$ cat config.mk
export PLATFORM = sky130hd
export DESIGN_NAME = unidade_controle_jogo_flat
export DESIGN_NICKNAME = d
export VERILOG_FILES = /design/src/rtl/unidade_controle_jogo_pkg.sv /design/src/rtl/unidade_controle_jogo_if.sv /design/src/rtl/unidade_controle_jogo_contador_timeout.sv /design/src/rtl/unidade_controle_jogo.sv /design/src/flat_wrapper.sv
export SDC_FILE = /design/constraint.sdc
export NUM_CORES = 1
export LEC_CHECK = 0
export CORE_AREA = 2 2 39 41
export CTS_CLUSTER_DIAMETER = 120
export DETAILED_ROUTE_END_ITERATION = 10
export DIE_AREA = 0 0 41 43
export GPL_TIMING_DRIVEN = 0
export PLACE_DENSITY_LB_ADDON = 0.25
export RECOVER_POWER = 25
export REMOVE_ABC_BUFFERS = 1
export SETUP_SLACK_MARGIN = 0.1
export SLEW_MARGIN = 0
export SYNTH_ARGS = -nofsm -noshare
export SYNTH_HDL_FRONTEND = slang
export SYNTH_SLANG_ARGS = --single-unit
export TNS_END_PERCENT = 10
$ cat constraint.sdc
create_clock -name clock -period 1.6 [get_ports clock]
set_input_delay 0.32 -clock clock [delete_from_list [all_inputs] [get_ports clock]]
set_output_delay 0.32 -clock clock [all_outputs]
set_load 0.01 [all_outputs]
$ cat src/rtl/unidade_controle_jogo_pkg.sv
// Shared types and constants for the game control unit: state encoding
// (also the debug code shown on the 7-segment display) and timeout default.
package controle_jogo_pkg;

    typedef enum logic [3:0] {
        INICIAL     = 4'b0000,
        PREPARACAO  = 4'b0001,
        ESPERA      = 4'b0010,
        REGISTRA    = 4'b0100,
        COMPARACAO  = 4'b0101,
        PROXIMO     = 4'b0110,
        FIM_ACERTO  = 4'b1010,
        FIM_ERRO    = 4'b1110,
        FIM_TIMEOUT = 4'b1101
    } estado_t;

    localparam int TIMEOUT_CICLOS_PADRAO = 3000;

endpackage

$ cat src/rtl/unidade_controle_jogo_if.sv
// Control/status bundle between the game control unit (master) and the
// datapath plus its debug/status consumers (slave).
interface unidade_controle_jogo_if;

    logic       iniciar;
    logic       tem_jogada;
    logic       igual;
    logic       fim_contagem;
    logic       zera_contador;
    logic       conta_contador;
    logic       zera_registrador;
    logic       registra_jogada;
    logic       pronto;
    logic       acertou;
    logic       errou;
    logic       timeout;
    logic [3:0] db_estado;

    modport master (
        input  iniciar, tem_jogada, igual, fim_contagem,
        output zera_contador, conta_contador, zera_registrador, registra_jogada,
               pronto, acertou, errou, timeout, db_estado
    );

    modport slave (
        output iniciar, tem_jogada, igual, fim_contagem,
        input  zera_contador, conta_contador, zera_registrador, registra_jogada,
               pronto, acertou, errou, timeout, db_estado
    );

endinterface

$ cat src/rtl/unidade_controle_jogo_contador_timeout.sv
// Wait-state cycle counter with terminal-count flag; only compiled when the
// TIMEOUT_EN macro is defined, since nothing else uses it.
`ifdef TIMEOUT_EN
module contador_timeout #(
    parameter int LIMITE = 3000
) (
    input  logic clock,
    input  logic reset,
    input  logic limpa,
    input  logic habilita,
    output logic terminal
);

    localparam int W = (LIMITE > 1) ? $clog2(LIMITE) : 1;

    logic [W-1:0] contagem;

    always_ff @(posedge clock) begin
        if (reset || limpa) begin
            contagem <= '0;
        end else if (habilita) begin
            contagem <= contagem + W'(1);
        end
    end

    assign terminal = (contagem == W'(LIMITE - 1));

endmodule
`endif

$ cat src/rtl/unidade_controle_jogo.sv
// Moore FSM sequencing one 16-play memory game round. Optional wait timeout
// is enabled by defining the TIMEOUT_EN macro.
module unidade_controle_jogo
    import controle_jogo_pkg::*;
#(
    parameter int TIMEOUT_CICLOS = TIMEOUT_CICLOS_PADRAO
) (
    input  logic                    clock,
    input  logic                    reset,
    unidade_controle_jogo_if.master ctrl
);

    if (TIMEOUT_CICLOS < 2) begin : g_param_invalido
        $error("TIMEOUT_CICLOS must be at least 2");
    end

    estado_t estado;
    logic    tempo_esgotado;

`ifdef TIMEOUT_EN
    contador_timeout #(
        .LIMITE(TIMEOUT_CICLOS)
    ) u_contador_timeout (
        .clock    (clock),
        .reset    (reset),
        .limpa    (estado != ESPERA),
        .habilita (estado == ESPERA),
        .terminal (tempo_esgotado)
    );
`else
    assign tempo_esgotado = 1'b0;
`endif

    always_ff @(posedge clock) begin
        if (reset) begin
            estado <= INICIAL;
        end else begin
            case (estado)
                INICIAL:     if (ctrl.iniciar) estado <= PREPARACAO;
                PREPARACAO:  estado <= ESPERA;
                // A play arriving on the timeout cycle still wins.
                ESPERA: begin
                    if (ctrl.tem_jogada)  estado <= REGISTRA;
                    else if (tempo_esgotado) estado <= FIM_TIMEOUT;
                end
                REGISTRA:    estado <= COMPARACAO;
                COMPARACAO: begin
                    if (!ctrl.igual)            estado <= FIM_ERRO;
                    else if (ctrl.fim_contagem) estado <= FIM_ACERTO;
                    else                        estado <= PROXIMO;
                end
                PROXIMO:     estado <= ESPERA;
                FIM_ACERTO, FIM_ERRO, FIM_TIMEOUT: begin
                    if (ctrl.iniciar) estado <= PREPARACAO;
                end
                default:     estado <= INICIAL;
            endcase
        end
    end

    always_comb begin
        ctrl.zera_contador    = 1'b0;
        ctrl.conta_contador   = 1'b0;
        ctrl.zera_registrador = 1'b0;
        ctrl.registra_jogada  = 1'b0;
        ctrl.pronto           = 1'b0;
        ctrl.acertou          = 1'b0;
        ctrl.errou            = 1'b0;
        ctrl.timeout          = 1'b0;
        case (estado)
            PREPARACAO: begin
                ctrl.zera_contador    = 1'b1;
                ctrl.zera_registrador = 1'b1;
            end
            REGISTRA:   ctrl.registra_jogada = 1'b1;
            PROXIMO:    ctrl.conta_contador  = 1'b1;
            FIM_ACERTO: begin
                ctrl.pronto  = 1'b1;
                ctrl.acertou = 1'b1;
            end
            FIM_ERRO: begin
                ctrl.pronto = 1'b1;
                ctrl.errou  = 1'b1;
            end
`ifdef TIMEOUT_EN
            FIM_TIMEOUT: begin
                ctrl.pronto  = 1'b1;
                ctrl.timeout = 1'b1;
            end
`endif
            default: ;
        endcase
    end

    assign ctrl.db_estado = estado;

endmodule

$ cat src/flat_wrapper.sv
// flat-port wrapper written by rule: the top's interface ports become plain ports
module unidade_controle_jogo_flat import controle_jogo_pkg::*;
#(
    parameter int TIMEOUT_CICLOS = TIMEOUT_CICLOS_PADRAO
)
  (clock, reset, ctrl_iniciar, ctrl_tem_jogada, ctrl_igual, ctrl_fim_contagem, ctrl_zera_contador, ctrl_conta_contador, ctrl_zera_registrador, ctrl_registra_jogada, ctrl_pronto, ctrl_acertou, ctrl_errou, ctrl_timeout, ctrl_db_estado);
  unidade_controle_jogo_if ctrl_i ();
  input  logic clock;
  input  logic reset;
  input wire logic [$bits(ctrl_i.iniciar)-1:0] ctrl_iniciar;
  input wire logic [$bits(ctrl_i.tem_jogada)-1:0] ctrl_tem_jogada;
  input wire logic [$bits(ctrl_i.igual)-1:0] ctrl_igual;
  input wire logic [$bits(ctrl_i.fim_contagem)-1:0] ctrl_fim_contagem;
  output wire logic [$bits(ctrl_i.zera_contador)-1:0] ctrl_zera_contador;
  output wire logic [$bits(ctrl_i.conta_contador)-1:0] ctrl_conta_contador;
  output wire logic [$bits(ctrl_i.zera_registrador)-1:0] ctrl_zera_registrador;
  output wire logic [$bits(ctrl_i.registra_jogada)-1:0] ctrl_registra_jogada;
  output wire logic [$bits(ctrl_i.pronto)-1:0] ctrl_pronto;
  output wire logic [$bits(ctrl_i.acertou)-1:0] ctrl_acertou;
  output wire logic [$bits(ctrl_i.errou)-1:0] ctrl_errou;
  output wire logic [$bits(ctrl_i.timeout)-1:0] ctrl_timeout;
  output wire logic [$bits(ctrl_i.db_estado)-1:0] ctrl_db_estado;
  assign ctrl_i.iniciar = ctrl_iniciar;
  assign ctrl_i.tem_jogada = ctrl_tem_jogada;
  assign ctrl_i.igual = ctrl_igual;
  assign ctrl_i.fim_contagem = ctrl_fim_contagem;
  assign ctrl_zera_contador = ctrl_i.zera_contador;
  assign ctrl_conta_contador = ctrl_i.conta_contador;
  assign ctrl_zera_registrador = ctrl_i.zera_registrador;
  assign ctrl_registra_jogada = ctrl_i.registra_jogada;
  assign ctrl_pronto = ctrl_i.pronto;
  assign ctrl_acertou = ctrl_i.acertou;
  assign ctrl_errou = ctrl_i.errou;
  assign ctrl_timeout = ctrl_i.timeout;
  assign ctrl_db_estado = ctrl_i.db_estado;
  unidade_controle_jogo #(.TIMEOUT_CICLOS(TIMEOUT_CICLOS)) u_core (.clock(clock), .reset(reset), .ctrl(ctrl_i));
endmodule
### After elaboration in Yosys (flattened, before gate mapping)

Cells that the tools add are included.

* equal/unequal tests: 10
* reduce and logical (&&, ||, !) cells: 5
* mux-type cells: 11

Operators by type and width (count)
* 4-bit one-hot mux with 5 select lines: 1
* 4-bit 2-to-1 mux: 4
* 4-bit by 3-bit equality test with 1-bit output (second input constant): 3
* 4-bit equality test (second input constant): 3
* 1-bit 2-to-1 mux: 6
* 4-bit by 1-bit equality test with 1-bit output (second input constant): 1
* 4-bit by 2-bit equality test with 1-bit output (second input constant): 1
* 4-bit zero test: 1
* 2-bit OR reduction: 2
* 4-bit OR reduction: 1
* 2-bit by 1-bit inequality test with 1-bit output (second input constant): 1
* 2-bit inequality test (second input constant): 1
* 2-bit AND reduction: 1

* output and inout port bits: 12
* register bits after elaboration: 4
* logic and storage cells: 27
* bits of input ports: 6

### Depth between registers and ports, before layout

* depth in word-level cells: 4
* depth in mapped cells: 5
* mapped depth without buffers: 4

### Worst setup path after synthesis

OpenSTA, ideal clock, no wires.

* path type: register -> output
* start: register u_core.estado[2], in the netlist u_core.ctrl.db_estado[2]
* end: output port ctrl_zera_registrador
* cell stages (with the launch flop): 5
* path slack: 0.143 ns
* required time: 1.280 ns
* arrival: 1.137 ns
* path buffers: 2
* cells stage by stage: dfxtp_1 buf_2 or2_2 nor2_1 buf_4

* word-level cells in the longest chain between the ends: 2

Ends and longest elaborated chain
* from (decl): line unidade_controle_jogo.sv:17 `estado_t estado;`
* from (signal assigned): line unidade_controle_jogo.sv:36 `estado <= INICIAL;`
* from (signal assigned): line unidade_controle_jogo.sv:39 `INICIAL: if (ctrl.iniciar) estado <= PREPARACAO;`
* from (signal assigned): line unidade_controle_jogo.sv:40 `PREPARACAO: estado <= ESPERA;`
* 4-bit by 1-bit equality test with 1-bit output
* 1-bit 2-to-1 mux
* to (decl): line flat_wrapper.sv:16 `output wire logic [$bits(ctrl_i.zera_registrador)-1:0] ctrl_zera_registrador;`

No other way between the ends.

### Worst setup path after layout

* start: register u_core.estado[0], in the netlist u_core.ctrl.db_estado[0]
* end: output port ctrl_conta_contador

* word-level cells in the longest chain between the ends: 2

Ends and longest elaborated chain
* 4-bit by 3-bit equality test with 1-bit output: line unidade_controle_jogo.sv:70 `case (estado)`
* 1-bit 2-to-1 mux: line unidade_controle_jogo.sv:70
* to (decl): line flat_wrapper.sv:15 `output wire logic [$bits(ctrl_i.conta_contador)-1:0] ctrl_conta_contador;`

No other way between the ends.

==> metrics.txt <==
mean post-synth cell area=6.87 um^2; Core Util, Final=0.375; Cell variety after synth=24; core area=1380 um^2; wirelength, routed=812 um; worst endpoint required time=1280 ps; Slew Viols, Final=0; drt drc=0; fin crit period=1500 ps; DIE AREA=1760 um^2; DR iter-0 viols=4; vias in the first global route=325; I/O pins=18; GRT Total Usage=0.105; cell area after synthesis=323 um^2; max reg flops=4; CTS tree=built; Non-Filler Instances=81; CTS clk-pin slew, worst paths=40 ps; Synth Instances=47; Hold Crit Class=flip-flop to flip-flop; # diodes=0; Final ANT Viol Nets=0; global-route wire length before repair=1.26 mm; Max VDD drop=455 uV; CP Cell Sequence=nand2b_2 -> nor2_1 -> dlygate4sd2_1; Initial Util=0.233; pwr/cell area=988 nW/um^2; final hold vios=0; slowest cell on the critical path=dfxtp_4; Setup crit end kind=output port; CTS Buf Count=3; skew final=1.86 ps; Final Setup Violations=0; Worst Setup Start Kind=flip-flop; Die Y=43 um; routed vias/inst=around 4.7; run status=finished, final reports clean; RD Place Congestion=approximately 0.79; FMAX=around 660 MHz; Hold Slack=634 ps; Post-Place Cells=75; clk_lat worst skew=230 ps; Clock Tree Buf Depth=2; vias=379; critical path type=flip-flop to output port; H-tree depth=1; GRT Residual Overflow=0; sequential share of the synthesized area=0.248; root buf cell=clkbuf_4; WL/cell=between 10 and 15 um; cell row count=14; Hold-fix buffers, CTS=0; PortBufs=16; antenna violations before repair=0; CTS Sinks=4; Syn-to-layout area delta=60.9%; NumNets Final=73; largest net degree at the start of global routing=13; fin crit share=0.940; DP Wirelength=between 600 and 700 um; number of max-cap violations=0; final setup TNS=0 ps; Die X=41 um; Leak=0.241 nW; max incr delay on CP=350 ps; share of layout cells above drive strength 1=0.292; RSZ-0062 raised after global routing=true; first drt pass iteration count=4; critical path data arrival time=1180 ps; synth warn=0; Worst Path Max Fanout=7; Synth Register Bits=4
cell families after synthesis:
kind of cell,count (synthesis),synth area share
simple gates,20,0.322
compound gates,14,0.275
buf+inv,8,0.143
flops,4,0.248
other cells,1,0.0116
routing by layer:
layer  global-route usage  wire length, um  up-vias
met5                    0                0        -
met1                0.122              351      171
met4                0.100                0        0
li1                     -                -      197
met3               0.0209               64        0
met2                0.150              396       11
Yosys cell counts (all sizes together):
cell type	count	share of area
a21oi	6	0.093
nand2	5	0.058
nor2	5	0.058
buf	4	0.097
dfxtp	4	0.25
inv	4	0.046
o21ai	3	0.046
nor3	2	0.031
a211o	1	0.027
a2bb2oi	1	0.027
a31oi	1	0.019
a41o	1	0.031
and2b	1	0.027
and3	1	0.019
conb	1	0.012
nand2b	1	0.019
nand3b	1	0.023
nor2b	1	0.019
o32a	1	0.031
or2	1	0.019
or2b	1	0.023
or4	1	0.023
what timing repair did:
item                       CTS  global route
setup endpoints to repair   12            10
cloned                       0             0
gates resized for setup     23             5
buffers inserted             3             0
through the flow:
step	instance area (um^2)	setup WS [ps]	total power, mW
finish	519	95.4	0.513
global route	519	30.6	0.555
CTS	526	45.3	0.523
detailed placement	472	-135	0.364
global placement	472	-140	0.367
floorplan	292	160	0.260
critical path: cells and delay by family (launching register included):
kind                   cells  cell delay (ps)
buffers and inverters      1              270
DFF                        1              350
and+or+nand+nor            2              330
placed cells by master (no fill, tap or decap), types with 2 or more instances in the layout:
cell type,count
a21oi_1,6
buf_2,2
buf_4,3
clkbuf_4,3
clkdlybuf4s15_1,2
clkdlybuf4s50_1,8
dfxtp_4,3
dlygate4sd2_1,2
inv_1,3
nand2_1,4
nor2_1,4
nor3_1,2
o21ai_0,3
power breakdown:
group          switching, mW  total [mW]  internal, mW
Combinational         0.0995       0.232         0.133
Clock                 0.0410       0.125        0.0839
Sequential            0.0319       0.156         0.124
area by class of cell:
class                   instances  area (um^2)
flip-flops and latches          4         92.6
repair buffers                 19          165
multi-input cells              35          204
fillers                       159          865
inverters                       4         15.0
well taps                      16         20.0
clock buffers                   3         22.5
path summary, 6_finish.rpt:
| kind | start | endpoint | slack [ps] | cells past startpoint |
|---|---|---|---|---|
| setup / recovery | u_core.ctrl.db_estado[0] | ctrl_conta_contador | 100 | 3 |
| hold / removal | u_core.ctrl.db_estado[3] | u_core.ctrl.db_estado[1] | 630 | 3 |
| hold reg to reg | u_core.ctrl.db_estado[3] | u_core.ctrl.db_estado[1] | 630 | 3 |
| setup reg to reg | u_core.ctrl.db_estado[2] | u_core.ctrl.db_estado[2] | 150 | 3 |
(Power assumes the default switching activity.)
